### src/rtl/io_unit.sv
// I/O unit for cin_int/out: RX bytes are buffered and packed little-endian into
// 32-bit words, and TX bytes are buffered and drained to the UART transmitter.
module io_unit #(
    parameter int unsigned RX_DEPTH = 64,
    parameter int unsigned TX_DEPTH = 64
) (
    input  logic        clk,
    input  logic        rstn,
    input  logic        in_issued,
    input  logic        out_issued,
    input  logic [31:0] out_data,
    output logic [31:0] in_data,
    output logic        in_valid,
    output logic        io_stall,
    input  logic [7:0]  rx_data,
    input  logic        rx_valid,
    output logic [7:0]  tx_data,
    output logic        tx_start,
    input  logic        tx_busy,
    output logic        rx_overflow
);
    localparam int unsigned RX_AW = $clog2(RX_DEPTH);
    localparam int unsigned TX_AW = $clog2(TX_DEPTH);

    typedef enum logic [1:0] {IDLE, GATHER, DONE} in_state_t;
    typedef enum logic {T_IDLE, T_GUARD} tx_state_t;

    in_state_t in_state, in_next;
    tx_state_t tx_state, tx_next;

    logic [7:0]       rx_mem [RX_DEPTH];
    logic [RX_AW-1:0] rx_wptr, rx_rptr;
    logic [RX_AW:0]   rx_count;
    logic             rx_empty, rx_full, rx_wr, rx_pop;

    logic [7:0]       tx_mem [TX_DEPTH];
    logic [TX_AW-1:0] tx_wptr, tx_rptr;
    logic [TX_AW:0]   tx_count;
    logic             tx_empty, tx_full, tx_push, tx_pop;

    logic [1:0]       byte_cnt;
    logic [31:0]      word;
    logic             unused_hi;

    assign unused_hi = ^out_data[31:8];

    assign rx_empty = (rx_count == '0);
    assign rx_full  = (rx_count == (RX_AW + 1)'(RX_DEPTH));
    // A full FIFO still accepts a byte when the head is popped in the same cycle.
    assign rx_wr    = rx_valid & (~rx_full | rx_pop);

    assign tx_empty = (tx_count == '0);
    assign tx_full  = (tx_count == (TX_AW + 1)'(TX_DEPTH));
    assign tx_push  = out_issued & ~in_issued & ~tx_full;
    assign tx_pop   = tx_start;

    assign io_stall = (in_issued & (in_state != DONE)) | (out_issued & ~in_issued & tx_full);
    assign in_data  = word;

    always_ff @(posedge clk) begin
        if (rx_wr) rx_mem[rx_wptr] <= rx_data;
        if (tx_push) tx_mem[tx_wptr] <= out_data[7:0];
    end

    always_ff @(posedge clk or negedge rstn) begin
        if (!rstn) begin
            rx_wptr     <= '0;
            rx_rptr     <= '0;
            rx_count    <= '0;
            rx_overflow <= 1'b0;
        end else begin
            if (rx_wr) rx_wptr <= rx_wptr + RX_AW'(1);
            if (rx_pop) rx_rptr <= rx_rptr + RX_AW'(1);
            case ({rx_wr, rx_pop})
                2'b10:   rx_count <= rx_count + (RX_AW + 1)'(1);
                2'b01:   rx_count <= rx_count - (RX_AW + 1)'(1);
                default: rx_count <= rx_count;
            endcase
            if (rx_valid && !rx_wr) rx_overflow <= 1'b1;
        end
    end

    always_ff @(posedge clk or negedge rstn) begin
        if (!rstn) begin
            tx_wptr  <= '0;
            tx_rptr  <= '0;
            tx_count <= '0;
        end else begin
            if (tx_push) tx_wptr <= tx_wptr + TX_AW'(1);
            if (tx_pop) tx_rptr <= tx_rptr + TX_AW'(1);
            case ({tx_push, tx_pop})
                2'b10:   tx_count <= tx_count + (TX_AW + 1)'(1);
                2'b01:   tx_count <= tx_count - (TX_AW + 1)'(1);
                default: tx_count <= tx_count;
            endcase
        end
    end

    always_ff @(posedge clk or negedge rstn) begin
        if (!rstn) begin
            in_state <= IDLE;
            tx_state <= T_IDLE;
        end else begin
            in_state <= in_next;
            tx_state <= tx_next;
        end
    end

    always_comb begin
        in_next  = in_state;
        rx_pop   = 1'b0;
        in_valid = 1'b0;
        case (in_state)
            IDLE: begin
                if (in_issued) in_next = GATHER;
            end
            GATHER: begin
                if (!rx_empty) begin
                    rx_pop = 1'b1;
                    if (byte_cnt == 2'd3) in_next = DONE;
                end
            end
            DONE: begin
                in_valid = 1'b1;
                in_next  = IDLE;
            end
            default: in_next = IDLE;
        endcase
    end

    always_ff @(posedge clk or negedge rstn) begin
        if (!rstn) begin
            byte_cnt <= '0;
            word     <= '0;
        end else if (in_state == IDLE && in_issued) begin
            byte_cnt <= '0;
            word     <= '0;
        end else if (rx_pop) begin
            word[{byte_cnt, 3'b000} +: 8] <= rx_mem[rx_rptr];
            byte_cnt <= byte_cnt + 2'd1;
        end
    end

    // The guard cycle covers the transmitter's one-cycle tx_busy rise latency.
    always_comb begin
        tx_next  = tx_state;
        tx_start = 1'b0;
        tx_data  = '0;
        case (tx_state)
            T_IDLE: begin
                if (!tx_empty && !tx_busy) begin
                    tx_start = 1'b1;
                    tx_data  = tx_mem[tx_rptr];
                    tx_next  = T_GUARD;
                end
            end
            T_GUARD: tx_next = T_IDLE;
            default: tx_next = T_IDLE;
        endcase
    end
endmodule
### config.mk
export PLATFORM = sky130hd
export DESIGN_NAME = io_unit
export DESIGN_NICKNAME = d
export VERILOG_FILES = /design/src/rtl/io_unit.sv
export SDC_FILE = /design/constraint.sdc
export NUM_CORES = 1
export LEC_CHECK = 0
export BUFFER_PORTS_ARGS = -buffer_cell sky130_fd_sc_hd__buf_2
export CAP_MARGIN = 20
export CORE_UTILIZATION = 46
export DETAILED_ROUTE_END_ITERATION = 6
export PLACE_DENSITY = 0.73
export REMOVE_ABC_BUFFERS = 1
export SYNTH_ARGS = -nofsm -noshare
export SYNTH_HDL_FRONTEND = slang
export SYNTH_SLANG_ARGS = --single-unit
### constraint.sdc
create_clock -name clk -period 4.4 [get_ports clk]
set_input_delay 0.44 -clock clk [delete_from_list [all_inputs] [get_ports clk]]
set_output_delay 0.44 -clock clk [all_outputs]
set_load 0.005 [all_outputs]
==> results.py <==
metrics = {
    "outcome": {
        "status": "finished with violations",
        "violations": "design-rule violations",
    },
    "power": {
        "irDropWorstVdd_v": 0.000361,
        "power_density_nw_per_um2": 609,
        "leakage_nw": 15.9,
        "p_sw_share_pct": 31.1,
        "p_sw_mw": 9.22,
        "p_int_mw": 20.5,
        "power_frac_clock_pct": 28.9,
        "comb_power_share_pct": 27.6,
        "p_seq_share_pct": 43.5,
    },
    "timing": {
        "worst_pin_slew_ps": 1140,
        "period_minus_slack_ps": 4060,
        "fmax_ghz": 0.246,
        "finalSetupViolCount": 0,
        "skew_ps": 19.2,
        "finalCritPeriodShare_pct": 92.2,
        "hold_viol": 0,
        "drv_slew": 0,
        "fin_hold_ws_ps": 87.6,
        "slew_headroom_pct": 23.9,
        "rsz0062_at_grt": "no",
    },
    "logic_synthesis": {
        "synthAdderAreaFrac_pct": 0.534,
        "muxShareOfSynthArea_pct": 15.1,
        "synth_warnings": 0,
        "synthArstFlopShare_pct": 6.91,
        "synth_edf_count": 1024,
        "synth-seq-cells": 1100,
        "ys_types": 65,
        "syn_avg_cell_area_um2": 19.6,
        "synth_compound_area_share_pct": 3.17,
        "ys.flop_type": "edfxtp_1",
        "synth_cells": 2221,
        "synth_area_um2": 43600,
        "synth_top_family_by_area": "multiplexers",
        "synth-simple-area-share_pct": 3.85,
        "synth-xor-area-share_pct": 0.724,
        "yosysSeqAreaShare_pct": 74.9,
    },
    "worst_setup_path": {
        "critical_path_class": "flop to primary output",
        "rr_endpoint": "tx_count[6]$_DFFE_PN0P_",
        "r2r_slack_ps": 730,
        "cp_slowest_cell": "dfrtp_4",
        "end_kind": "primary output",
        "cpPeakStageDelay_ps": 950,
        "worstPathMaxFanout": 49,
        "path_cells": "buf_4 -> mux4_2 -> a22oi_1 -> nand3_1 -> o211ai_1 -> o311ai_1 -> buf_2",
        "cp-start-kind": "flop",
        "crit_arrival_ps": 3620,
        "r2r_cells": 12,
        "critPathRequiredTime_ps": 3960,
        "r2r_start": "tx_count[3]$_DFFE_PN0P_",
    },
    "layout": {
        "multi_input_area_um2": 10200,
        "syn_to_final_growth_pct": 11.8,
        "n_antenna_cell": 0,
        "regArea_um2": 32700,
        "final_nets": 2394,
        "final_layout_size_suffix_gt1_share_pct": 21.1,
        "nFillCells": 7245,
        "fin_util_pct": 52.0,
    },
    "detailed_routing": {
        "drtIter0Drc": 2535,
        "drc": 1,
        "num_vias": 21900,
        "wl_per_cell_um": 25.9,
        "final_antenna_net_count": 0,
        "drt_pre_antenna_iters": 7,
        "drt-total-wl_um": 94900,
        "viasPerCell": 5.96,
    },
    "floorplanning": {
        "die_y_um": 310,
        "num_rows": 112,
        "die_w_um": 310,
        "io_pins": 90,
        "fp.dieArea_um2": 95900,
        "core_area_um2": 93600,
        "start_util_pct": 46.5,
    },
    "global_routing": {
        "grt_pass1_vias": 22100,
        "grt-busiest-layer": "met2",
        "grt_pass1_wl_um": 142000,
        "overflow": 0,
        "grt.met1_usage_pct": 27.2,
        "grt_max_degree": 77,
        "met2_usage_pct": 32.4,
        "use_met3_pct": 4.60,
        "grt_usage_pct": 20.1,
        "antenna_found_initial": 0,
    },
    "job": {
        "maxCapViolations": 0,
    },
    "hold_path": {
        "holdPathEnd": "rx_overflow$_DFFE_PN0P_",
        "hold_path.class": "input port to flop",
        "hold_depth": 3,
        "min-delay-start": "rx_valid",
    },
    "clock_network": {
        "clk_pin_slew_ps": 60,
        "cts_buffers": 101,
        "post_cts_resize_count": 0,
        "htree_levels": 3,
        "cts_setup_buffers": 0,
        "tritoncts": "built",
        "cts_buffer_depth": 3,
        "cts_root_buf": "clkbuf_16",
        "clk_latency_ps": 670,
        "ctsHoldBuffers": 1,
        "clock-sinks": 1100,
    },
    "placement": {
        "io_buffers": 65,
        "hpwlAfterDp_um": 58100,
        "gp_congestion": 0.838,
    },
}
-- layer usage --
layer	vias to the layer above	routed length (µm)	part of all wire, %
met5	-	0	0
met2	1043	46000	48
met3	163	8770	9.2
li1	9263	-	-
met4	0	2740	2.9
met1	11400	37400	39
-- worst max-delay path, delay by kind of cell, from the launching register on --
family | cells | cell delay (ps)
and+or+nand+nor | 1 | 170
AOI/OAI and AO/OA | 3 | 670
muxes | 1 | 560
buffers and inverters | 2 | 570
DFF | 1 | 950
-- power groups by stage --
stage	Sequential [mW]	Clock [mW]	Combinational [mW]
after floorplan	13.5	0	5.25
after global placement	13.1	0	7.94
after detailed placement	13.1	0	8.11
after CTS	12.9	8.71	8.17
after global routing	13.0	9.07	8.73
final	12.9	8.58	8.19
-- worst max-delay path by stage --
| stage | startpoint | endpoint | slack (ps) | cells past startpoint |
|---|---|---|---|---|
| finish | tx_rptr[1]$_DFFE_PN0P_ | tx_data[3] | 340 | 7 |
| global route | tx_rptr[1]$_DFFE_PN0P_ | tx_data[3] | 180 | 7 |
| CTS | tx_rptr[1]$_DFFE_PN0P_ | tx_data[3] | 290 | 7 |
| detailed placement | tx_count[0]$_DFFE_PN0P_ | tx_count[6]$_DFFE_PN0P_ | 760 | 12 |
| global placement | tx_count[3]$_DFFE_PN0P_ | tx_count[6]$_DFFE_PN0P_ | 970 | 12 |
| floorplan | rx_rptr[0]$_DFFE_PN0P_ | in_data[0]$_DFFE_PN0P_ | -2640 | 5 |
-- registers in the layout, summed over array words and instances, names as in the netlist --
register     count
tx_count         7
in_data         32
rx_rptr          6
rx_overflow      1
tx_mem         512
tx_wptr          6
tx_state         1
in_state         2
tx_rptr          6
rx_wptr          6
byte_cnt         2
rx_count         7
rx_mem         512
-- cells in the final DEF, fill, tap and decap left out, types with 6 or more instances in the layout --
cell type	instances
dfrtp_1	70
buf_4	42
nand2_1	97
and2_1	6
clkbuf_16	105
clkbuf_1	29
xnor2_1	23
clkbuf_8	6
nor2_1	184
nor2b_1	15
buf_12	15
edfxtp_1	1024
mux2_2	6
a22oi_1	11
or3_1	7
mux4_2	222
buf_2	64
a2111oi_0	15
nand3_1	30
inv_1	13
o21ai_0	42
xor2_1	13
bufinv_16	7
nand2b_1	9
a21oi_1	31
o221ai_1	47
o22ai_1	7
clkinv_1	20
mux4_1	12
ha_1	17
clkinv_2	17
a211oi_1	10
a31oi_1	6
mux2i_1	120
-- layout make-up --
type / count / share of cell area, %
inverter: 14 / 0.108
clock buffer: 140 / 5.79
clock inverter: 50 / 0.896
timing repair buffer: 123 / 2.00
tap: 1254 / 3.22
sequential: 1100 / 67.1
multi-input combinational: 990 / 20.9
-- cell families after synthesis --
logic type,count (synthesis)
AO/OA/AOI/OAI,195
XOR/XNOR,36
adder cells (fa/ha/maj),18
buffers and inverters,131
flip-flops,1100
multiplexers,360
AND/OR/NAND/NOR,381
-- cells in the mapped netlist (9+ instances only) --
cell type     n  area share (%)
a2111oi_0    15            0.30
a211oi_1     10            0.17
a21oi_1      31            0.36
a22oi_1      11            0.19
buf_1        15            0.13
buf_2        27            0.31
buf_4        20            0.34
clkbuf_1     41            0.35
dfrtp_1      76             4.4
edfxtp_1   1024              71
ha_1         17            0.49
inv_1        13            0.11
mux2i_1     120             2.8
mux4_1       12            0.72
mux4_2      222              11
nand2_1      97            0.84
nand2b_1      9            0.13
nand3_1      30            0.34
nor2_1      184             1.6
nor2b_1      16            0.23
o21ai_0      42            0.48
o221ai_1     47            0.94
xnor2_1      23            0.46
xor2_1       13            0.26
-- stage by stage --
| step | power, mW | setup TNS (ps) | instances | area (µm²) | setup slack, ps |
|---|---|---|---|---|---|
| final | 29.7 | 0 | 3671 | 48700 | 343 |
| after global routing | 30.8 | 0 | 3671 | 48700 | 179 |
| after CTS | 29.8 | 0 | 3660 | 48500 | 290 |
| after detailed placement | 21.2 | 0 | 3469 | 45200 | 759 |
| after global placement | 21.0 | 0 | 3469 | 45200 | 969 |
| after floorplan | 18.7 | -112300 | 2104 | 42900 | -2640 |
(Power assumes the default switching activity.)
